## config.mk

```make
export PLATFORM = sky130hd
export DESIGN_NAME = cmd_exec_sync
export DESIGN_NICKNAME = d
export VERILOG_FILES = /design/src/rtl/cmd_exec_sync.sv
export SDC_FILE = /design/constraint.sdc
export NUM_CORES = 2
export LEC_CHECK = 0
export CAP_MARGIN = 20
export CORE_AREA = 2 2 274 276
export DETAILED_ROUTE_END_ITERATION = 6
export DIE_AREA = 0 0 276 278
export PLACE_DENSITY = 0.62
export SLEW_MARGIN = 20
export SYNTH_ARGS = -nofsm -noshare
export SYNTH_HDL_FRONTEND = slang
export SYNTH_SLANG_ARGS = --single-unit
```

## constraint.sdc

```tcl
create_clock -name CLK -period 4.45 [get_ports CLK]
set_clock_uncertainty 0.2 [all_clocks]
set_input_delay 0.89 -clock CLK [delete_from_list [all_inputs] [get_ports CLK]]
set_output_delay 0.89 -clock CLK [all_outputs]
set_load 0.1 [all_outputs]
```

## src/rtl/cmd_exec_sync.sv

```systemverilog
// Command execution/synchronisation stage: request, latch, wait for TIME_START, emit blank/pulse burst.
// Optional ABORT input is enabled by defining CMD_EXEC_ABORT_EN.
module cmd_exec_sync #(
  parameter int unsigned REQ_TIMEOUT = 1024
) (
  input  logic        CLK,
  input  logic        rst_n,
  input  logic [63:0] TIME,
  input  logic        DATA_WR,
  input  logic [47:0] FREQ,
  input  logic [47:0] FREQ_STEP,
  input  logic [31:0] FREQ_RATE,
  input  logic [63:0] TIME_START,
  input  logic [15:0] N_impulse,
  input  logic [1:0]  TYPE_impulse,
  input  logic [31:0] Interval_Ti,
  input  logic [31:0] Interval_Tp,
  input  logic [31:0] Tblank1,
  input  logic [31:0] Tblank2,
`ifdef CMD_EXEC_ABORT_EN
  input  logic        ABORT,
`endif
  output logic        REQ_COMM,
  output logic        IMP,
  output logic        BLANK,
  output logic [47:0] FREQ_OUT,
  output logic [31:0] FREQ_RATE_OUT,
  output logic        FREQ_WR,
  output logic        BUSY,
  output logic        ERR_LATE
);

  typedef enum logic [2:0] {
    S_REQ, S_WAIT_CMD, S_ARMED, S_BLANK1, S_PULSE, S_GAP, S_TAIL
  } state_t;

  state_t      state_q, state_d;
  logic [31:0] cnt_q, cnt_d, to_q, to_d;
  logic [15:0] pcnt_q, pcnt_d, np_q, np_d;
  logic [63:0] ts_q, ts_d;
  logic        step_en_q, step_en_d;
  logic [47:0] acc_q, acc_d, step_q, step_d, fout_q, fout_d;
  logic [31:0] rate_q, rate_d, rout_q, rout_d;
  logic [31:0] ti_q, ti_d, tp_q, tp_d, tb1_q, tb1_d, tb2_q, tb2_d;
  logic        req_q, imp_q, blank_q, busy_q, err_q, err_d, fwr_q, fwr_d;
  logic        go_burst, go_pulse, go_tail;
  logic [31:0] ti_m1, gap_m1;

  assign ti_m1  = (ti_q == '0) ? '0 : ti_q - 32'd1;
  assign gap_m1 = (tp_q > ti_q) ? tp_q - ti_q - 32'd1 : '0;

  always_comb begin
    state_d   = state_q;
    cnt_d     = cnt_q;
    pcnt_d    = pcnt_q;
    to_d      = to_q;
    np_d      = np_q;
    ts_d      = ts_q;
    step_en_d = step_en_q;
    acc_d     = acc_q;
    step_d    = step_q;
    rate_d    = rate_q;
    ti_d      = ti_q;
    tp_d      = tp_q;
    tb1_d     = tb1_q;
    tb2_d     = tb2_q;
    fout_d    = fout_q;
    rout_d    = rout_q;
    err_d     = 1'b0;
    fwr_d     = 1'b0;
    go_burst  = 1'b0;
    go_pulse  = 1'b0;
    go_tail   = 1'b0;
    case (state_q)
      S_REQ: begin
        state_d = S_WAIT_CMD;
        to_d    = '0;
      end
      S_WAIT_CMD: begin
        if (DATA_WR) begin
          ts_d      = TIME_START;
          step_en_d = (TYPE_impulse == 2'd2);
          np_d      = (TYPE_impulse == 2'd0) ? 16'd1 : N_impulse;
          acc_d     = FREQ;
          step_d    = FREQ_STEP;
          rate_d    = FREQ_RATE;
          ti_d      = Interval_Ti;
          tp_d      = Interval_Tp;
          tb1_d     = Tblank1;
          tb2_d     = Tblank2;
          if (TIME_START < TIME) begin
            err_d   = 1'b1;
            state_d = S_REQ;
          end else begin
            state_d = S_ARMED;
          end
        end else if (to_q == REQ_TIMEOUT - 1) begin
          state_d = S_REQ;
        end else begin
          to_d = to_q + 32'd1;
        end
      end
      S_ARMED: begin
        if (TIME >= ts_q) begin
          if (tb1_q != '0) begin
            state_d = S_BLANK1;
            cnt_d   = tb1_q - 32'd1;
          end else begin
            go_burst = 1'b1;
          end
        end
      end
      S_BLANK1: begin
        if (cnt_q == '0) go_burst = 1'b1;
        else             cnt_d = cnt_q - 32'd1;
      end
      S_PULSE: begin
        if (cnt_q == '0) begin
          if (pcnt_q == '0) begin
            go_tail = 1'b1;
          end else begin
            state_d = S_GAP;
            cnt_d   = gap_m1;
          end
        end else begin
          cnt_d = cnt_q - 32'd1;
        end
      end
      S_GAP: begin
        if (cnt_q == '0) begin
          go_pulse = 1'b1;
          pcnt_d   = pcnt_q - 16'd1;
        end else begin
          cnt_d = cnt_q - 32'd1;
        end
      end
      S_TAIL: begin
        if (cnt_q == '0) state_d = S_REQ;
        else             cnt_d = cnt_q - 32'd1;
      end
      default: state_d = S_REQ;
    endcase

    // Shared entry actions: burst start resolves to first pulse or straight to the tail.
    if (go_burst) begin
      if (np_q == '0) begin
        go_tail = 1'b1;
      end else begin
        go_pulse = 1'b1;
        pcnt_d   = np_q - 16'd1;
      end
    end
    if (go_pulse) begin
      state_d = S_PULSE;
      cnt_d   = ti_m1;
      fwr_d   = 1'b1;
      fout_d  = acc_q;
      rout_d  = rate_q;
      if (step_en_q) acc_d = acc_q + step_q;
    end
    if (go_tail) begin
      if (tb2_q != '0) begin
        state_d = S_TAIL;
        cnt_d   = tb2_q - 32'd1;
      end else begin
        state_d = S_REQ;
      end
    end

`ifdef CMD_EXEC_ABORT_EN
    if (ABORT && (state_q == S_ARMED || state_q == S_BLANK1 || state_q == S_PULSE ||
                  state_q == S_GAP || state_q == S_TAIL)) begin
      state_d = S_REQ;
      fwr_d   = 1'b0;
      fout_d  = fout_q;
      rout_d  = rout_q;
    end
`endif
  end

  always_ff @(posedge CLK or negedge rst_n) begin
    if (!rst_n) begin
      state_q   <= S_REQ;
      cnt_q     <= '0;
      pcnt_q    <= '0;
      to_q      <= '0;
      np_q      <= '0;
      ts_q      <= '0;
      step_en_q <= 1'b0;
      acc_q     <= '0;
      step_q    <= '0;
      rate_q    <= '0;
      ti_q      <= '0;
      tp_q      <= '0;
      tb1_q     <= '0;
      tb2_q     <= '0;
      fout_q    <= '0;
      rout_q    <= '0;
      req_q     <= 1'b0;
      imp_q     <= 1'b0;
      blank_q   <= 1'b0;
      busy_q    <= 1'b0;
      err_q     <= 1'b0;
      fwr_q     <= 1'b0;
    end else begin
      state_q   <= state_d;
      cnt_q     <= cnt_d;
      pcnt_q    <= pcnt_d;
      to_q      <= to_d;
      np_q      <= np_d;
      ts_q      <= ts_d;
      step_en_q <= step_en_d;
      acc_q     <= acc_d;
      step_q    <= step_d;
      rate_q    <= rate_d;
      ti_q      <= ti_d;
      tp_q      <= tp_d;
      tb1_q     <= tb1_d;
      tb2_q     <= tb2_d;
      fout_q    <= fout_d;
      rout_q    <= rout_d;
      req_q     <= (state_q == S_REQ);
      imp_q     <= (state_d == S_PULSE);
      blank_q   <= (state_d == S_BLANK1) || (state_d == S_TAIL);
      busy_q    <= (state_d != S_REQ) && (state_d != S_WAIT_CMD);
      err_q     <= err_d;
      fwr_q     <= fwr_d;
    end
  end

  assign REQ_COMM      = req_q;
  assign IMP           = imp_q;
  assign BLANK         = blank_q;
  assign BUSY          = busy_q;
  assign ERR_LATE      = err_q;
  assign FREQ_WR       = fwr_q;
  assign FREQ_OUT      = fout_q;
  assign FREQ_RATE_OUT = rout_q;

endmodule

```

==> summary.md <==
| Metric | Value |
|---|---|
| Remaining DRCs | 26 |
| Fin util | 53.8% |
| Number of flops mapped to enable cells by yosys | 0 |
| CP Capture Type | register |
| Deepest clock path buffer count | 3 |
| Core Region | 73,800 sq um |
| Synth cell count leaders | 1,078 x nand2_1, 506 x dfrtp_1, 233 x o21ai_0 |
| DRT antenna net count | 0 |
| Final setup margin | 0.0695 ns |
| Top FF cell, synth | dfrtp_1 |
| Post-Syn Instances | 3,738 |
| Synth unique cells | 77 |
| Pre-CTS setup slack | -0.577 ns |
| Slew margin rel. | 27.7% |
| FMAX | 0.228 GHz |
| Vias | 27,900 |
| Worst EP arrival | 4.74 ns |
| Top-count cell post-synth | nand2_1 |
| Chip Width | 276 um |
| WP buf/inv | 3 |
| CTS Root Cell | clkbuf_16 |
| Final nets | 4,894 |
| Ys async rst share | 100% |
| Layout cells sized above 1 | 6.09% |
| Hold Buf Count CTS | 0 |
| Vias in the first global route | 27,600 |
| Mapped Nets | 4,360 |
| DRT iter0 DRCs | 1,981 |
| Register area share after synthesis | 41.3% |
| Static Leak | 19.3 nW |
| CP Data Required Time | 4.81 ns |
| Total CTS buffers | 60 |
| Post-synth top area cell | dfrtp_1 |
| Die area | 76,700 sq um |
| Cell count after placement | 5,177 |
| Tightest Pin Transition | 1.08 ns |
| Final Slew Violations | 0 |
| Synth top area share | 41.3% |
| Synth warn | 0 |
| Final setup vio count | 0 |
| CTS tree | yes |
| Clk sinks | 506 |
| FF-to-FF End | acc_q[47] |
| Clock Pin Slew Worst Setup and Hold Paths | 0.06 ns |
| Maximum vdd ir drop | 0.000304 V |
| Tot Pwr | 10.6 mW |
| Status | finished, violations left |
| Placer Congestion | 0.996 |
| Post-Layout Cell Count | 5,306 |
| Average wire per standard cell | 19.5 um |
| Final TNS setup | 0 ns |
| FF-to-FF Start | acc_q[4] |
| Global-route wire length before repair | 161 mm |
| Starting Density | 41.5% |
| CP peak stage delay | 0.59 ns |
| Syn-to-layout area delta | 29.7% |
| Total GRT Usage | 26.6% |
| Mean number of vias per cell | 5.26 |
| Initial antenna violation count | 35 |
| Row Count | 100 |
| Synth Cell Area | 30,600 sq um |
| Largest net degree at the start of global routing | 143 |
| Largest cells by area after synthesis | dfrtp_1 41%, nand2_1 13%, ha_1 8.8% |
| Failing checks | DRC |
| Seq cells post-synth | 506 |
| Critical setup path kind | in -> reg |
| Pwr dens | 266 nW/um^2 |
| Startpoint types | input port |
| R2r setup slk | 0.25 ns |
| GRT overflow | 0 |
| Syn avg cell area | 8.20 sq um |
| Min-delay worst type | in -> async |
| CP max stage cell | nor2_1 |
| DRT Pass-1 Iters | 7 |
| I/O pins | 491 |
| R2R depth | 12 |
| Drt total wl | 103 mm |
| Fin crit share | 98.4% |
| Cell family with most CP delay | simple AND/OR/NAND/NOR gates |
| Hold Violations, Final | 0 |
| H-tree levels | 2 |
| Die Y | 278 um |
| Worst-path fanout max | 7 |
| Count of input and output buffers | 490 |
| HPWL Detailed | 79.5 mm |
| Final worst path period need | 4.38 ns |
| Clock insertion delay at the later pin of the skew report | 0.65 ns |
| Crit-path cells | clkdlybuf4s50_1, ha_1, nand3_1, or4_1, or2_2, or3_1, o211ai_1, buf_4, o21ai_1, nor2_1, buf_4, nand2_1, o2111ai_1, o211ai_1, o21ai_0 |
| MaxCap Viol Count | 0 |
[metrics by stage]
step,cell area (sq um),hold WS [ns]
finish,39700,0.0771
global route,39700,0.116
CTS,39600,0.0714
detailed placement,37500,0.255
global placement,37500,0.249
floorplan,30600,0.240
[per-layer routing]
| metal | GRT usage, % | share of wire [%] | vias up |
|---|---|---|---|
| li1 | - | - | 13800 |
| met1 | 35.5 | 44 | 13200 |
| met2 | 43.8 | 47 | 732 |
| met3 | 5.19 | 6.3 | 180 |
| met4 | 8.36 | 2.8 | 30 |
| met5 | 0 | 0.20 | - |
[power breakdown]
group | internal [mW] | switching [mW]
Combinational | 0.410 | 0.282
Clock | 3.17 | 2.11
Sequential | 4.61 | 0.00707
Total | 8.18 | 2.40
[what timing repair did]
action                                  CTS  global route
setup buffers                             0             2
resized for setup                         0             8
endpoints found under the setup margin    0            11
[worst reg2reg max path: cells and delay by family, from the launching register on]
kind | cells | cell delay [ns]
flip-flops | 1 | 0.43
AND/OR/NAND/NOR | 3 | 0.59
AO/OA/AOI/OAI | 7 | 2.39
XOR/XNOR | 1 | 0.14
adder cells (fa/ha/maj) | 1 | 0.39
[state kept, by name, summed over array words and instances (netlist names), 3 cells and up]
register and count:
pcnt_q 16, ti_q 32, step_q 48, np_q 16
state_q 3, tb1_q 32, FREQ_RATE_OUT 32, tp_q 32
cnt_q 32, FREQ_OUT 48, acc_q 48, rate_q 32
tb2_q 32, ts_q 64, to_q 32
[worst max-delay path by stage]
| stage | startpoint | endpoint | slack (ns) | cells after the start |
|---|---|---|---|---|
| after floorplan | TIME[35] | cnt_q[3] | 0.12 | 13 |
| after global placement | TIME[35] | cnt_q[4] | -0.46 | 14 |
| after detailed placement | TIME[36] | cnt_q[31] | -0.58 | 16 |
| after CTS | TIME[36] | cnt_q[31] | 0.1 | 16 |
| after global routing | TIME[36] | cnt_q[14] | -0.02 | 15 |
| final | TIME[35] | cnt_q[27] | 0.07 | 15 |
[logic make-up after synthesis]
logic type	after synthesis	synth area share, %
simple gates	1691	23.9
fa+ha+maj	218	8.94
xor+xnor	220	6.29
compound gates	717	14.1
buf+inv	350	4.30
flops	506	41.3
mux	36	1.18
[layout make-up]
| type | instances | area (sq um) |
|---|---|---|
| Antenna cell | 20 | 50.0 |
| Timing Repair Buffer | 617 | 6180 |
| Clock buffer | 83 | 1720 |
| Multi-Input combinational cell | 2882 | 16800 |
| Fill cell | 7099 | 34100 |
| Clock inverter | 24 | 394 |
| Inverter | 205 | 769 |
| Sequential cell | 506 | 12700 |
| Tap cell | 969 | 1210 |
[layout by cell type (no fill, tap or decap), drive strengths merged, types with 57 or more instances in the layout]
cell,netlist,final
a21o,57,57
a21oi,209,209
buf,9,128
clkbuf,136,83
clkdlybuf4s50,0,489
dfrtp,506,506
ha,215,215
inv,205,208
nand2,1078,1078
nand3,67,67
nor2,213,213
nor3,68,68
o21ai,237,237
xnor2,130,130
xor2,90,90
No activity file was read; power rests on OpenSTA's default activity.
